`src/rtl/half_adder.sv`:
```
// Registered multi-lane half adder with carry summary flags.
// Ports:
//   clk       - rising-edge clock for all state
//   rst_n     - synchronous active-low reset
//   a, b      - per-lane addend bits, WIDTH lanes
//   in_valid  - a/b qualify this cycle
//   sum       - registered a ^ b per lane
//   carry     - registered a & b per lane
//   out_valid - pulses the cycle after each accepted operation
//   carry_any - registered OR of the captured carry vector
//   carry_pop - registered number of set bits in the captured carry
//   op_count  - saturating count of accepted operations since reset
module half_adder #(
  parameter int WIDTH = 1,
  parameter int CNT_W = 16
) (
  input  logic                         clk,
  input  logic                         rst_n,
  input  logic [WIDTH-1:0]             a,
  input  logic [WIDTH-1:0]             b,
  input  logic                         in_valid,
  output logic [WIDTH-1:0]             sum,
  output logic [WIDTH-1:0]             carry,
  output logic                         out_valid,
  output logic                         carry_any,
  output logic [$clog2(WIDTH+1)-1:0]   carry_pop,
  output logic [CNT_W-1:0]             op_count
);

  localparam int PW = $clog2(WIDTH + 1);

  logic [WIDTH-1:0] sum_q, sum_d;
  logic [WIDTH-1:0] carry_q, carry_d;
  logic             vld_q, vld_d;
  logic             any_q, any_d;
  logic [PW-1:0]    pop_q, pop_d;
  logic [CNT_W-1:0] cnt_q, cnt_d;

  function automatic logic [PW-1:0] popcnt(
    input logic [WIDTH-1:0] v
  );
    logic [PW-1:0] n;
    n = '0;
    for (int i = 0; i < WIDTH; i++) begin
      n = n + PW'(v[i]);
    end
    return n;
  endfunction

  // Summary flags derive from the same sample as
  // carry, so they stay coherent with it.
  always_comb begin
    sum_d   = sum_q;
    carry_d = carry_q;
    any_d   = any_q;
    pop_d   = pop_q;
    cnt_d   = cnt_q;
    vld_d   = in_valid;
    if (in_valid) begin
      sum_d   = a ^ b;
      carry_d = a & b;
      any_d   = |(a & b);
      pop_d   = popcnt(a & b);
      if (cnt_q != '1) begin
        cnt_d = cnt_q + 1'b1;
      end
    end
  end

  always_ff @(posedge clk) begin
    if (!rst_n) begin
      sum_q   <= '0;
      carry_q <= '0;
      vld_q   <= 1'b0;
      any_q   <= 1'b0;
      pop_q   <= '0;
      cnt_q   <= '0;
    end else begin
      sum_q   <= sum_d;
      carry_q <= carry_d;
      vld_q   <= vld_d;
      any_q   <= any_d;
      pop_q   <= pop_d;
      cnt_q   <= cnt_d;
    end
  end

  assign sum       = sum_q;
  assign carry     = carry_q;
  assign out_valid = vld_q;
  assign carry_any = any_q;
  assign carry_pop = pop_q;
  assign op_count  = cnt_q;

endmodule

```
`config.mk`:
```
export PLATFORM = sky130hd
export DESIGN_NAME = half_adder
export DESIGN_NICKNAME = d
export VERILOG_FILES = /design/src/rtl/half_adder.sv
export SDC_FILE = /design/constraint.sdc
export NUM_CORES = 1
export LEC_CHECK = 0
export ABC_AREA = 1
export CAP_MARGIN = 20
export CORE_UTILIZATION = 48
export DETAILED_ROUTE_END_ITERATION = 10
export PLACE_DENSITY_LB_ADDON = 0.25
export RECOVER_POWER = 25
export SLEW_MARGIN = 20
export SYNTH_ARGS = -nofsm -noshare
export SYNTH_HDL_FRONTEND = slang
export SYNTH_SLANG_ARGS = --single-unit
```
`constraint.sdc`:
```
create_clock -name clk -period 1.95 [get_ports clk]
set_input_delay 0.195 -clock clk [delete_from_list [all_inputs] [get_ports clk]]
set_output_delay 0.195 -clock clk [all_outputs]
set_load 0.01 [all_outputs]
```
==> summary.md <==
| Metric | Value |
|---|---|
| Run status | finished clean |
| RR Startpoint | op_count[0]$_SDFFE_PN0P_ |
| Clock Latency Late Sink | 310 ps |
| Post-DP HPWL | 1930 microns |
| Synthesized flop and latch total | 19 |
| Final WL | approximately 2600 microns |
| First-pass DRT Iterations | 5 |
| H-tree depth | 1 |
| Worst path cell trace | ha_1, nand2_1, nor2_2, nand2_1, nor2_1, nand2_1, nor3_1, nor2_1 |
| Critical Path RT | 2160 ps |
| Hold-fix buffers at CTS | 0 |
| Worst Hold Class | reg2reg |
| Via count | 1156 |
| Synth top cells by count | nand2_1, nor2_1, dfxtp_1 |
| Setup crit end kind | flip-flop |
| Share of post-route cells with drive strength above 1 | 5.97% |
| Prevailing post-synth register cell | dfxtp_1 |
| Pin count of the biggest net entering global routing | 19 |
| Vias in the first global route | 1089 |
| Worst Hold End | sum$_SDFFE_PN0P_ |
| Synth unique cells | 20 |
| Post-synth EDFFs | 0 |
| Io pins | 26 |
| Synth-to-layout area growth | 24.8% |
| Setup Crit Path Kind | reg2reg |
| Hold path startpoint | sum$_SDFFE_PN0P_ |
| Hold Path Depth | 2 |
| Clock Skew | 2.56 ps |
| Die width | 49.8 microns |
| Ant diodes | 0 |
| CTS tree | built |
| Max-cap check violation count | 0 |
| Iter 0 DRT Violations | 38 |
| Complex-gate fraction of the synthesized area | approximately 6.8% |
| Routed vias/inst | 5.07 |
| Syn avg cell area | between 6 and 7 sq um |
| Worst reg-to-reg setup slack | approximately 380 ps |
| Die span in y | 49.8 microns |
| Clock-pin slew on the worst setup and hold paths | ~100 ps |
| IO Port Bufs | 25 |
| Wire length per cell | approximately 11 microns |
| Worst slew pin tran | about 510 ps |
| Setup_tns | 0 ps |
| Final Max Tran Viols | 0 |
| Fin. Hold Viols | 0 |
| Multiplexer area fraction after synthesis | 0% |
| Rel. slew slack | 66.3% |
| Synth area leaders | dfxtp_1, nand2_1, nor2_1 |
| # Post-CTS Setup Buffers | 0 |
| CTS root buf | clkbuf_4 |
| Syn nets | 183 |
| Clk buf depth | 2 |
| Total global-route track usage | 23.1% |
| Part of the power in registers | 58.2% |
| Final Util | 66.5% |
| CTS Buf Count | 3 |
| Post-Synth Adder-Cell Area | 2.28% |
| Num rows | 16 |
| Crit start category | flip-flop |
| Crit path DAT | 1770 ps |
| CP Max Fanout | 5 |
| Top cell by count, worst path | nand2_1 |
| Mapped Area | 1100 sq um |
| RD Place Congestion | slightly below 0.9 |
| Post-synth top area share | roughly a third |
| Tmin final | 1570 ps |
| Delay-heaviest family, CP | simple AND/OR/NAND/NOR gates |
| Combinational family with the most area after synthesis | simple AND/OR/NAND/NOR gates |
| Post-DRT Antenna Nets | 0 |
| Xor-xnor portion of the synthesized cell area | 0.797% |
| PwrDens | between 500 and 600 nW/um^2 |
| CTS sink count | 19 |
| Sw power | 0.183 mW |
| Unrepaired setup endpoints after global routing | false |
| Period utilization | between 80% and 90% |
| Async SR Flop Fraction | 0% |
| Initial Util | 53.3% |
| CP max-delay cell | dfxtp_1 |
| Register area share after synthesis | between 30 and 40% |
| Maximum VDD drop | 0.000588 V |
| Biggest area consumer among synthesized cells | dfxtp_1 |
| Post-Synth Simple-Gate Area | 44.5% |
| CP bufs+invs | 0 |
| Initial antenna violation count | 0 |
| Fillers | around 200 |
| Switching part of the total power | 25.8% |
| Die area | 2480 sq um |
| Setup violators final | 0 |
| Worst R2R Path Depth | 8 |
| Combinational fraction of design power | 13.1% |
| Clock power frac | 28.7% |
| Count leader, synth | nand2_1 |
| Reg-to-reg endpoint | op_count[12]$_SDFFE_PN0P_ |
| First-pass GRT wire length | 4400 microns |
| Core Area | slightly above 2000 sq um |
| Post-layout nets | 209 |
| F_max | 639 MHz |
| Critical Path Max Stage Delay | a little over 400 ps |
| Leakage Power | between 0.6 and 0.7 nW |
| YS warnings | 0 |
| Synth Instances | 176 |
| DRC Markers | 0 |
| Resize count post-CTS | 0 |
| P_int | 0.526 mW |
| Overflow after GRT | 0 |
power by group through the flow:
stage | clock network [mW] | registers, mW | logic, mW
after floorplan | 0 | 0.425 | 0.0478
after global placement | 0 | 0.420 | 0.0949
after detailed placement | 0 | 0.422 | 0.0980
after CTS | 0.207 | 0.413 | 0.0986
after global routing | 0.228 | 0.414 | 0.103
final | 0.204 | 0.412 | 0.0929
sequential cells by signal, summed over array words and instances, names as in the netlist:
name and flops:
op_count 16, carry 1, sum 1, out_valid 1
routing by layer:
layer / part of all wire (%) / track usage (%) / wire (microns)
met1: 42 / 26.7 / 1100
met2: 50 / 40.8 / 1300
met3: 6.7 / 4.94 / 174
met4: 1.1 / 9.05 / 29
met5: 0 / 0 / 0
layout by cell type, fill, tap and decap left out:
cell	netlist	final
dfxtp_1	19	19
dlygate4sd3_1	0	8
o21ai_0	4	4
nand2_2	2	2
xor2_1	1	1
nand4_1	2	2
clkdlybuf4s50_1	0	17
clkbuf_1	2	3
nor2_2	3	3
nand3_1	15	15
nand2_4	1	1
clkbuf_4	0	3
nand3b_1	3	3
inv_1	18	18
a21oi_1	11	11
inv_2	2	2
ha_1	2	2
nor3_1	2	2
nand2_1	45	45
nor2_1	39	39
nor2_4	1	1
logic make-up after synthesis:
group / count (synthesis)
DFF: 19
xor gates and xnor gates: 1
buffers and inverters: 26
adders and majority gates: 2
and+or+nand+nor: 113
AOI/OAI and AO/OA: 15
worst max-delay path by stage:
stage | start | end | slack, ps | cells past startpoint
after floorplan | op_count[0]$_SDFFE_PN0P_ | op_count[15]$_SDFFE_PN0P_ | 480 | 9
after global placement | in_valid | op_count[13]$_SDFFE_PN0P_ | 490 | 7
after detailed placement | op_count[0]$_SDFFE_PN0P_ | op_count[9]$_SDFFE_PN0P_ | 440 | 10
after CTS | op_count[11]$_SDFFE_PN0P_ | op_count[11] | 400 | 1
after global routing | op_count[0]$_SDFFE_PN0P_ | op_count[9]$_SDFFE_PN0P_ | 210 | 10
final | op_count[0]$_SDFFE_PN0P_ | op_count[12]$_SDFFE_PN0P_ | 380 | 8
worst min-delay path, stage by stage (launching register included):
cell and delay (ps):
dfxtp_1 340, o21ai_0 70, nor2_1 80
cell type report:
type	count	area, sq um	area share [%]
Timing Repair Buffer	27	258	18.8
Tap cell	27	33.8	2.46
Inverter	20	75.1	5.47
Multi-Input combinational cell	131	598	43.6
Clock buffer	4	26.3	1.92
Sequential cell	19	380	27.7
stage by stage:
| step | cells | area [sq um] | hold slack, ps | power [mW] | setup WS, ps |
|---|---|---|---|---|---|
| 2_1_floorplan | 176 | 1100 | 430 | 0.473 | 476 |
| 3_3_place_gp | 224 | 1350 | 484 | 0.515 | 495 |
| 3_5_place_dp | 224 | 1350 | 506 | 0.520 | 444 |
| 4_1_cts | 228 | 1380 | 536 | 0.718 | 405 |
| 5_1_grt | 228 | 1370 | 566 | 0.746 | 210 |
| 6_report | 228 | 1370 | 522 | 0.709 | 385 |
(Power assumes the default switching activity.)
